`config.mk`:
```
export PLATFORM = sky130hd
export DESIGN_NAME = multicycle_controller_flat
export DESIGN_NICKNAME = d
export VERILOG_FILES = /design/src/rtl/multicycle_controller_if.sv /design/src/rtl/multicycle_controller.sv /design/src/flat_wrapper.sv
export SDC_FILE = /design/constraint.sdc
export NUM_CORES = 1
export LEC_CHECK = 0
export CAP_MARGIN = 15
export CORE_ASPECT_RATIO = 0.75
export CORE_MARGIN = 4
export CORE_UTILIZATION = 48
export DETAILED_ROUTE_END_ITERATION = 16
export PLACE_DENSITY = 0.79
export SYNTH_ARGS = -nofsm -noshare
export SYNTH_HDL_FRONTEND = slang
export SYNTH_SLANG_ARGS = --single-unit
```
`constraint.sdc`:
```
create_clock -name clk_i -period 2.9 [get_ports clk_i]
set_clock_uncertainty 0.1 [all_clocks]
set_input_delay 0.29 -clock clk_i [delete_from_list [all_inputs] [get_ports clk_i]]
set_output_delay 0.29 -clock clk_i [all_outputs]
set_load 0.05 [all_outputs]
```
`src/rtl/multicycle_controller_if.sv`:
```
// rtl/multicycle_controller_if.sv - controller <-> datapath/memory control bundle
// master: controller side; slave: datapath/memory side.
interface multicycle_controller_if;
  logic [19:0] instr_i;
  logic [3:0]  alu_flags_i;
  logic        mem_ready_i;
  logic        pc_write_o;
  logic        ir_write_o;
  logic        reg_write_o;
  logic        mem_write_o;
  logic        mem_read_o;
  logic        adr_src_o;
  logic        alu_src_a_o;
  logic [1:0]  alu_src_b_o;
  logic [1:0]  alu_control_o;
  logic [1:0]  result_src_o;
  logic [1:0]  imm_src_o;
  logic [1:0]  reg_src_o;
  logic        fault_o;

  modport master (
    input  instr_i, alu_flags_i, mem_ready_i,
    output pc_write_o, ir_write_o, reg_write_o, mem_write_o, mem_read_o,
           adr_src_o, alu_src_a_o, alu_src_b_o, alu_control_o, result_src_o,
           imm_src_o, reg_src_o, fault_o
  );

  modport slave (
    output instr_i, alu_flags_i, mem_ready_i,
    input  pc_write_o, ir_write_o, reg_write_o, mem_write_o, mem_read_o,
           adr_src_o, alu_src_a_o, alu_src_b_o, alu_control_o, result_src_o,
           imm_src_o, reg_src_o, fault_o
  );
endinterface

```
`src/rtl/multicycle_controller.sv`:
```
// rtl/multicycle_controller.sv - multicycle ARM-subset control FSM with NZCV flags and memory timeout
// Optional MULTICYCLE_CTRL_CMP_EN: adds CMP/TST data commands that update flags without writeback.
module multicycle_controller #(
  parameter int MEM_WAIT_MAX = 255
) (
  input  logic                   clk_i,
  input  logic                   rst_i,
  multicycle_controller_if.master bus
);

`ifdef MULTICYCLE_CTRL_CMP_EN
  localparam bit CMP_EN = 1'b1;
`else
  localparam bit CMP_EN = 1'b0;
`endif

  localparam int CW = (MEM_WAIT_MAX > 1) ? $clog2(MEM_WAIT_MAX + 1) : 1;

  typedef enum logic [3:0] {
    S_FETCH, S_DECODE, S_MEMADR, S_MEMRD, S_MEMWB, S_MEMWR,
    S_EXECR, S_EXECI, S_ALUWB, S_BRANCH, S_HALT
  } state_t;

  typedef struct packed {
    logic       mem_read;
    logic       mem_write;
    logic       reg_write;
    logic       pc_write;
    logic       adr_src;
    logic       alu_src_a;
    logic [1:0] alu_src_b;
    logic [1:0] alu_control;
    logic [1:0] result_src;
  } ctl_t;

  localparam ctl_t CTL_FETCH = 12'b1000_0110_0010;

  state_t        state, state_next;
  ctl_t          ctl, ctl_next;
  logic [3:0]    flags;
  logic [CW-1:0] wait_cnt;
  logic          fault;

  logic [3:0] cond, cmd, rd;
  logic [1:0] op;
  logic [5:0] funct;
  assign cond  = bus.instr_i[19:16];
  assign op    = bus.instr_i[15:14];
  assign funct = bus.instr_i[13:8];
  assign rd    = bus.instr_i[3:0];
  assign cmd   = funct[4:1];

  logic cmd_cmp, cmd_arith, cmd_legal, cond_ok, n_f, z_f, c_f, v_f;
  logic [1:0] cmd_alu;
  assign cmd_cmp   = CMP_EN && (cmd == 4'b1010 || cmd == 4'b1000);
  assign cmd_arith = (cmd == 4'b0100) || (cmd == 4'b0010) || (CMP_EN && cmd == 4'b1010);
  assign cmd_legal = (cmd == 4'b0100) || (cmd == 4'b0010) || (cmd == 4'b0000) ||
                     (cmd == 4'b1100) || cmd_cmp;
  assign {n_f, z_f, c_f, v_f} = flags;

  always_comb begin
    case (cmd)
      4'b0100: cmd_alu = 2'b00;
      4'b0010, 4'b1010: cmd_alu = 2'b01;
      4'b0000, 4'b1000: cmd_alu = 2'b10;
      4'b1100: cmd_alu = 2'b11;
      default: cmd_alu = 2'b00;
    endcase
  end

  always_comb begin
    case (cond)
      4'b0000: cond_ok = z_f;
      4'b0001: cond_ok = !z_f;
      4'b0010: cond_ok = c_f;
      4'b0011: cond_ok = !c_f;
      4'b0100: cond_ok = n_f;
      4'b0101: cond_ok = !n_f;
      4'b0110: cond_ok = v_f;
      4'b0111: cond_ok = !v_f;
      4'b1000: cond_ok = c_f && !z_f;
      4'b1001: cond_ok = !c_f || z_f;
      4'b1010: cond_ok = (n_f == v_f);
      4'b1011: cond_ok = (n_f != v_f);
      4'b1100: cond_ok = !z_f && (n_f == v_f);
      4'b1101: cond_ok = z_f || (n_f != v_f);
      4'b1110: cond_ok = 1'b1;
      default: cond_ok = 1'b0;
    endcase
  end

  // Only the three states that talk to memory can wait; everywhere else the counter sits at zero.
  logic mem_state, waiting, timeout_hit;
  assign mem_state   = (state == S_FETCH) || (state == S_MEMRD) || (state == S_MEMWR);
  assign waiting     = mem_state && !bus.mem_ready_i;
  assign timeout_hit = (MEM_WAIT_MAX != 0) && (wait_cnt == CW'(MEM_WAIT_MAX - 1));

  always_comb begin
    state_next = state;
    case (state)
      S_FETCH:  if (bus.mem_ready_i) state_next = S_DECODE;
      S_DECODE: begin
        state_next = S_FETCH;
        if (cond_ok) begin
          case (op)
            2'b00:   if (cmd_legal) state_next = funct[5] ? S_EXECI : S_EXECR;
            2'b01:   state_next = S_MEMADR;
            2'b10:   state_next = S_BRANCH;
            default: state_next = S_FETCH;
          endcase
        end
      end
      S_EXECR, S_EXECI: state_next = cmd_cmp ? S_FETCH : S_ALUWB;
      S_MEMADR: state_next = funct[0] ? S_MEMRD : S_MEMWR;
      S_MEMRD:  if (bus.mem_ready_i) state_next = S_MEMWB;
      S_MEMWR:  if (bus.mem_ready_i) state_next = S_FETCH;
      S_ALUWB, S_MEMWB, S_BRANCH: state_next = S_FETCH;
      default:  state_next = S_HALT;
    endcase
    if (waiting && timeout_hit) state_next = S_HALT;
  end

  // Outputs are decoded from the next state so they come straight out of flops.
  always_comb begin
    ctl_next = '0;
    case (state_next)
      S_FETCH:  ctl_next = CTL_FETCH;
      S_DECODE: begin
        ctl_next.alu_src_a = 1'b1;
        ctl_next.alu_src_b = 2'b10;
      end
      S_EXECR:  ctl_next.alu_control = cmd_alu;
      S_EXECI: begin
        ctl_next.alu_src_b   = 2'b01;
        ctl_next.alu_control = cmd_alu;
      end
      S_ALUWB, S_MEMWB: begin
        ctl_next.reg_write  = 1'b1;
        ctl_next.pc_write   = (rd == 4'hF);
        ctl_next.result_src = (state_next == S_MEMWB) ? 2'b01 : 2'b00;
      end
      S_MEMADR: begin
        ctl_next.alu_src_b   = 2'b01;
        ctl_next.alu_control = funct[3] ? 2'b00 : 2'b01;
      end
      S_MEMRD: begin
        ctl_next.adr_src  = 1'b1;
        ctl_next.mem_read = 1'b1;
      end
      S_MEMWR: begin
        ctl_next.adr_src   = 1'b1;
        ctl_next.mem_write = 1'b1;
      end
      S_BRANCH: begin
        ctl_next.alu_src_b  = 2'b01;
        ctl_next.result_src = 2'b10;
        ctl_next.pc_write   = 1'b1;
      end
      default: ctl_next = '0;
    endcase
  end

  always_ff @(posedge clk_i) begin
    if (rst_i) begin
      state    <= S_FETCH;
      ctl      <= CTL_FETCH;
      flags    <= 4'b0000;
      wait_cnt <= '0;
      fault    <= 1'b0;
    end else begin
      state    <= state_next;
      ctl      <= ctl_next;
      fault    <= (state_next == S_HALT);
      wait_cnt <= waiting ? wait_cnt + 1'b1 : '0;
      if ((state == S_EXECR || state == S_EXECI) && funct[0]) begin
        flags[3:2] <= bus.alu_flags_i[3:2];
        if (cmd_arith) flags[1:0] <= bus.alu_flags_i[1:0];
      end
    end
  end

  // IR/PC load in FETCH follows mem_ready_i within the cycle; reset masks every write and request.
  logic in_fetch;
  assign in_fetch = (state == S_FETCH);

  assign bus.pc_write_o    = !rst_i && (ctl.pc_write || (in_fetch && bus.mem_ready_i));
  assign bus.ir_write_o    = !rst_i && in_fetch && bus.mem_ready_i;
  assign bus.reg_write_o   = !rst_i && ctl.reg_write;
  assign bus.mem_write_o   = !rst_i && ctl.mem_write;
  assign bus.mem_read_o    = !rst_i && ctl.mem_read;
  assign bus.adr_src_o     = ctl.adr_src;
  assign bus.alu_src_a_o   = ctl.alu_src_a;
  assign bus.alu_src_b_o   = ctl.alu_src_b;
  assign bus.alu_control_o = ctl.alu_control;
  assign bus.result_src_o  = ctl.result_src;
  assign bus.imm_src_o     = op;
  assign bus.reg_src_o     = {(op == 2'b01) && !funct[0], (op == 2'b10)};
  assign bus.fault_o       = fault;

endmodule

```
`src/flat_wrapper.sv`:
```
// flat-port wrapper written by rule: the top's interface ports become plain ports
module multicycle_controller_flat 
#(
  parameter int MEM_WAIT_MAX = 255
)
  (clk_i, rst_i, bus_instr_i, bus_alu_flags_i, bus_mem_ready_i, bus_pc_write_o, bus_ir_write_o, bus_reg_write_o, bus_mem_write_o, bus_mem_read_o, bus_adr_src_o, bus_alu_src_a_o, bus_alu_src_b_o, bus_alu_control_o, bus_result_src_o, bus_imm_src_o, bus_reg_src_o, bus_fault_o);
  multicycle_controller_if bus_i ();
  input  logic clk_i;
  input  logic rst_i;
  input wire logic [$bits(bus_i.instr_i)-1:0] bus_instr_i;
  input wire logic [$bits(bus_i.alu_flags_i)-1:0] bus_alu_flags_i;
  input wire logic [$bits(bus_i.mem_ready_i)-1:0] bus_mem_ready_i;
  output wire logic [$bits(bus_i.pc_write_o)-1:0] bus_pc_write_o;
  output wire logic [$bits(bus_i.ir_write_o)-1:0] bus_ir_write_o;
  output wire logic [$bits(bus_i.reg_write_o)-1:0] bus_reg_write_o;
  output wire logic [$bits(bus_i.mem_write_o)-1:0] bus_mem_write_o;
  output wire logic [$bits(bus_i.mem_read_o)-1:0] bus_mem_read_o;
  output wire logic [$bits(bus_i.adr_src_o)-1:0] bus_adr_src_o;
  output wire logic [$bits(bus_i.alu_src_a_o)-1:0] bus_alu_src_a_o;
  output wire logic [$bits(bus_i.alu_src_b_o)-1:0] bus_alu_src_b_o;
  output wire logic [$bits(bus_i.alu_control_o)-1:0] bus_alu_control_o;
  output wire logic [$bits(bus_i.result_src_o)-1:0] bus_result_src_o;
  output wire logic [$bits(bus_i.imm_src_o)-1:0] bus_imm_src_o;
  output wire logic [$bits(bus_i.reg_src_o)-1:0] bus_reg_src_o;
  output wire logic [$bits(bus_i.fault_o)-1:0] bus_fault_o;
  assign bus_i.instr_i = bus_instr_i;
  assign bus_i.alu_flags_i = bus_alu_flags_i;
  assign bus_i.mem_ready_i = bus_mem_ready_i;
  assign bus_pc_write_o = bus_i.pc_write_o;
  assign bus_ir_write_o = bus_i.ir_write_o;
  assign bus_reg_write_o = bus_i.reg_write_o;
  assign bus_mem_write_o = bus_i.mem_write_o;
  assign bus_mem_read_o = bus_i.mem_read_o;
  assign bus_adr_src_o = bus_i.adr_src_o;
  assign bus_alu_src_a_o = bus_i.alu_src_a_o;
  assign bus_alu_src_b_o = bus_i.alu_src_b_o;
  assign bus_alu_control_o = bus_i.alu_control_o;
  assign bus_result_src_o = bus_i.result_src_o;
  assign bus_imm_src_o = bus_i.imm_src_o;
  assign bus_reg_src_o = bus_i.reg_src_o;
  assign bus_fault_o = bus_i.fault_o;
  multicycle_controller #(.MEM_WAIT_MAX(MEM_WAIT_MAX)) u_core (.clk_i(clk_i), .rst_i(rst_i), .bus(bus_i));
endmodule
```
# == After elaboration in Yosys (flattened, before gate mapping) ==
# Cells that the tools add are included.
# totals
elab_cells,130
register_bits,29
output_inout_bits,18
in_bits,27
# op_classes
n_mux,23
eq_ne,44
n_bitwise,1
reduce_logical,47
add_sub_neg,1
# ops
operator,n
== test 4 bit (second input constant),16
== test 4 x 3 -> 1 bit (second input constant),13
== test 4 x 2 -> 1 bit (second input constant),7
case mux 4 bit (7 select lines),1
two-way mux 4 bit,6
OR reduction 2 bit,10
zero test 4 bit,4
case mux 1 bit (15 select lines),1
logical AND 1 bit,13
== test 4 x 1 -> 1 bit (second input constant),3
case mux 2 bit (2 select lines),3
case mux 4 bit (3 select lines),1
logical OR 1 bit,9
adder 8 x 1 -> 8 bit (second input constant),1
== test 8 bit (second input constant),1
two-way mux 1 bit,8
zero test 1 bit,7
case mux 2 bit (3 select lines),1
OR reduction 3 bit,2
two-way mux 3 bit,1
== test 2 x 1 -> 1 bit (second input constant),1
== test 2 bit (second input constant),1
zero test 2 bit,1
case mux 1 bit (2 select lines),1
other kinds (4),4

# == Longest topological paths before layout ==
# Gate-level depths: netlist of the first run.
# depth
depth_word,12
ltp_mapped,8
ltp_nobuf,8

# == Least setup slack after synthesis of the first run ==
# Ideal clock, no wire load.
# synth_timing
kind,register to register
startpoint,register u_core.state[2]
endpoint,register u_core.ctl[8] in the netlist's numbering
required_ps,2708
arrival_time_ps,2383
path_slack_ps,325
setup_time_ps,92
period_less_slack_ps,2575
path_stages_with_launch,8
n_path_buf,1
path_cell_list,dfxtp_1 -> buf_6 -> or4b_4 -> nor4_4 -> a221oi_4 -> o311a_4 -> or4b_1 -> o32ai_1
# synth_between
elab_chain_cells,9
elab_cells_between_ends,26
classes_between,eq/ne (12); mux (6); reduce/logical (8)
# synth_lines
item,line,source
start: declaration,multicycle_controller.sv:38,"state_t state, state_next;"
start signal: assignment,multicycle_controller.sv:171,state <= state_next;
branches (longest 5 deep; another with case mux 4 bit (7 select lines)),--,
two-way mux 4 bit (*),multicycle_controller.sv:120,if (waiting && timeout_hit) state_next = S_HALT;
== test 4 bit / == test 4 x 3 -> 1 bit (equally long branches),multicycle_controller.sv:126,case (state_next)
OR reduction 2 bit,multicycle_controller.sv:126,
case mux 1 bit (2 select lines) (*),multicycle_controller.sv:126,
end signal: assignment,multicycle_controller.sv:172,ctl <= ctl_next;
end: declaration,multicycle_controller.sv:39,"ctl_t ctl, ctl_next;"
# Mark *: on every way between the ends.
# A chain may end at the register's enable or synchronous reset.

# == Worst setup path after layout of the first run ==
# layout_timing
startpoint,input bus_instr_i[19]
endpoint,register u_core.ctl[8] in the netlist's numbering
# layout_between
elab_chain_cells,8
elab_cells_between_ends,24
classes_between,eq/ne (17); mux (5); reduce/logical (2)
# layout_lines
item,line,source
start: declaration,flat_wrapper.sv:10,input wire logic [$bits(bus_i.instr_i)-1:0] bus_instr_i;
"== test 4 bit, or another cell as far along",multicycle_controller.sv:72,case (cond)
case mux 1 bit (15 select lines) (*),multicycle_controller.sv:72,
two-way mux 4 bit (*),multicycle_controller.sv:104,if (cond_ok) begin
case mux 4 bit (7 select lines) (*),multicycle_controller.sv:100,case (state)
two-way mux 4 bit (*),multicycle_controller.sv:120,
== test 4 bit / == test 4 x 3 -> 1 bit (equally long branches),multicycle_controller.sv:126,
OR reduction 2 bit,multicycle_controller.sv:126,
case mux 1 bit (2 select lines) (*),multicycle_controller.sv:126,
# Every way passes the cells marked *; elsewhere a longest branch is shown, timed or not.

==> reports/results.tsv, run 1 <==
metric	value	unit
status	finished clean	
Mapped Area	1690	um^2
WHS Path Cells	1	
layout cells sized above 1	15.8	%
CTS Buf Count	5	
Final Hold Vio Count	0	
Initial Utilization	50.7	%
grt met1 use	24.0	%
number of flops mapped to enable cells by yosys	0	
peak supply drop	362	uV
detailed-route vias per instance	5.36	
CTS Buffer Depth	2	
multi-input combinational cell area	955	um^2
Crit Path Class	input port to flop	
Synth cell types	52	
met2 Use GR	23.5	%
Mean Syn Cell Area	8.57	um^2
fin crit period	2.66	ns
TritonRoute pass-1 iters	4	
Slowest cell on crit path	or4b_1	
total grt overflow	0	
WL/cell	13.0	um
Non-Filler Cell Area, Final	2240	um^2
Critical Path End Type	flop	
Area Overhead vs Synth	32.7	%
Worst path max stage delay	0.58	ns
max_cap viols	0	
Sequential Area	581	um^2
Synth Instances	197	
sequential fraction of the synthesis area	34.4	%
Hold Path Class	flop to flop	
Worst Hold Launch	u_core.wait_cnt[0]$_SDFF_PP0_	
fmax	377	MHz
root buf cell	clkbuf_8	
Layout Nets	270	
gpl congestion	0.834	
r2r startpoint	u_core.flags[3]$_SDFFE_PP0P_	
Least-Margin Pin Slew	0.507	ns
Clk Latency, worst-skew pair	0.28	ns
Final setup viols	0	
DPL Wire Length	2.81	mm
Power Total	0.00102	W
Pwr per Cell Area	453	nW/um^2
critical path arrival	2.74	ns
Worst setup SP type	input port	
WP data required	2.99	ns
vias in the first global route	1348	
antenna-violating nets left	0	
static leakage	0.928	nW
crit-path cells	clkdlybuf4s50_1 -> nor4bb_1 -> o31ai_1 -> o2111ai_1 -> a221oi_4 -> o311ai_2 -> or4b_1 -> o32ai_1	
initial antenna violation count	0	
largest net degree at the start of global routing	21	
die area	4540	um^2
DRC violations left	0	
grt met3 use	5.78	%
post-synthesis register bit count	29	
Async SR Flop Fraction	0	%
GR Util All Layers	17.2	%
slew margin rel.	66.1	%
ys flop type	dfxtp_1	
Filler cells	278	
IO Port Bufs	40	
Die Ht	59.4	um
Ys Warns	0	
hold path endpoint	u_core.wait_cnt[0]$_SDFF_PP0_	
CTS hold repair buffers	0	
Routed WL	3.66	mm
GRT Max-Usage Layer	met1	
R2R depth	7	
Inserted Diodes	0	
First DRT Iteration DRCs	69	
# rows	18	
Reg2Reg Capture Point	u_core.ctl[8]$_SDFF_PP0_	
core area	3330	um^2
syn nets	226	
placed inst area	2130	um^2
I/O pin total	45	
first-pass GRT wire length	6.09	mm
CP max FO	6	
Reg2Reg Setup Slack	0.29	ns
Max H-tree Level	2	
Sink Count	29	
die width	76.5	um
RSZ-0062 raised after global routing	false	
Vias	1506	
Tcrit/Tclk final	91.6	%
CTS tree	built	
max-slew violations	0	
Clock transition at path regs	0.06	ns
-- power by group --
| part | total, W | switching, W | internal, W |
|---|---|---|---|
| Combinational | 0.000209 | 0.000115 | 0.0000943 |
| Clock | 0.000392 | 0.000143 | 0.000249 |
| Sequential | 0.000414 | 0.00000512 | 0.000409 |
-- cells in the mapped netlist, drive strengths merged, types with 4 or more instances --
cell     n  area, um^2
nor2    31         116
nor2b    4        25.0
inv     11        41.3
nand2    8        30.0
nand2b   4        25.0
clkbuf   8        31.3
buf     11        81.3
mux2i    7        70.1
nand3    4        20.0
xor2     8        70.1
a21o     5        37.5
a31oi    5        31.3
nor3     5        25.0
a21oi    5        25.0
nor3b    4        30.0
dfxtp   29         581
-- kinds of logic after synthesis --
| kind of cell | Yosys count | synth area share, % |
|---|---|---|
| compound gates | 31 | 15.3 |
| xor+xnor | 10 | 5.19 |
| fa+ha+maj | 3 | 2.07 |
| buf+inv | 30 | 9.11 |
| flops | 29 | 34.4 |
| mux | 7 | 4.15 |
| simple gates | 87 | 29.8 |
-- state kept, by name, summed over array words and instances, names as in the netlist --
| name | cells |
|---|---|
| u_core.bus.adr_src_o | 1 |
| u_core.bus.alu_control_o | 2 |
| u_core.bus.alu_src_a_o | 1 |
| u_core.bus.alu_src_b_o | 2 |
| u_core.bus.fault_o | 1 |
| u_core.bus.result_src_o | 2 |
| u_core.ctl | 4 |
| u_core.flags | 4 |
| u_core.state | 4 |
| u_core.wait_cnt | 8 |
-- worst max-delay path: cells and delay by family --
kind | cells | cell delay (ns)
buffers and inverters | 1 | 0.48
AO/OA/AOI/OAI | 5 | 1.21
AND/OR/NAND/NOR | 2 | 0.76
-- worst max-delay path by stage --
stage / from / endpoint / slack, ns / depth (start not counted)
after global placement: bus_instr_i[18] / u_core.ctl[8]$_SDFF_PP0_ / -0.10 / 8
after CTS: bus_instr_i[18] / u_core.ctl[8]$_SDFF_PP0_ / 0.13 / 8
after global routing: bus_instr_i[19] / u_core.ctl[8]$_SDFF_PP0_ / 0.04 / 8
after detailed placement: bus_instr_i[18] / u_core.ctl[8]$_SDFF_PP0_ / -0.16 / 8
final: bus_instr_i[19] / u_core.ctl[8]$_SDFF_PP0_ / 0.24 / 8
after floorplan: u_core.state[2]$_SDFF_PP0_ / u_core.ctl[8]$_SDFF_PP0_ / 0.32 / 7
-- per-layer routing --
layer	part of all wire [%]	up-vias	wire, um
met5	0	-	0
met3	6.6	7	241
li1	-	769	-
met4	1.8	0	65
met2	40	37	1480
met1	51	693	1870
-- per-stage QoR --
step / std cells / TNS, ns / util (%) / setup WS [ns] / hold slack, ns
detailed placement: 274 / -0.220 / 64.0 / -0.161 / 0.381
global route: 281 / 0 / 67.2 / 0.0422 / 0.437
CTS: 281 / 0 / 67.2 / 0.134 / 0.396
floorplan: 197 / 0 / - / 0.325 / 0.269
finish: 281 / 0 / 67.2 / 0.245 / 0.393
global placement: 274 / -0.102 / 64.0 / -0.100 / 0.378
-- layout by cell type (no fill, tap or decap), drive strengths merged, types with 2 or more instances in the layout --
master	n
clkdlybuf4s50	34
nor2	31
dfxtp	29
buf	21
inv	11
nand2	8
xor2	8
mux2i	7
a21oi	5
a31oi	5
a21o	5
nor3	5
clkbuf	5
nand2b	4
nor2b	4
nor3b	4
nand3	4
nand3b	3
or2	3
nor4bb	3
nand4	3
o21ai	3
nor4	3
or4b	3
and3	2
o31ai	2
o32ai	2
xnor2	2
ha	2
-- what timing repair did --
| action | in CTS | in global routing |
|---|---|---|
| endpoints found under the setup margin | 0 | 1 |
| setup buffers | 0 | 0 |
| gates resized for setup | 0 | 1 |
-- layout make-up --
type                    count  share of cell area, %
multi-input cells         138                   42.6
flip-flops and latches     29                   25.9
repair buffers             56                   22.8
clock buffers               5                   3.07
well taps                  40                   2.23
inverters                  11                   1.84
clock inverters             2                   1.56
(Power assumes the default switching activity.)
==> run 2, diff against run 1 <==
GPL_ROUTABILITY_DRIVEN = 0   (was unset)
==> results of run 2 <==
Same layout as run 1: the final DEF is identical, and so are final timing and power.
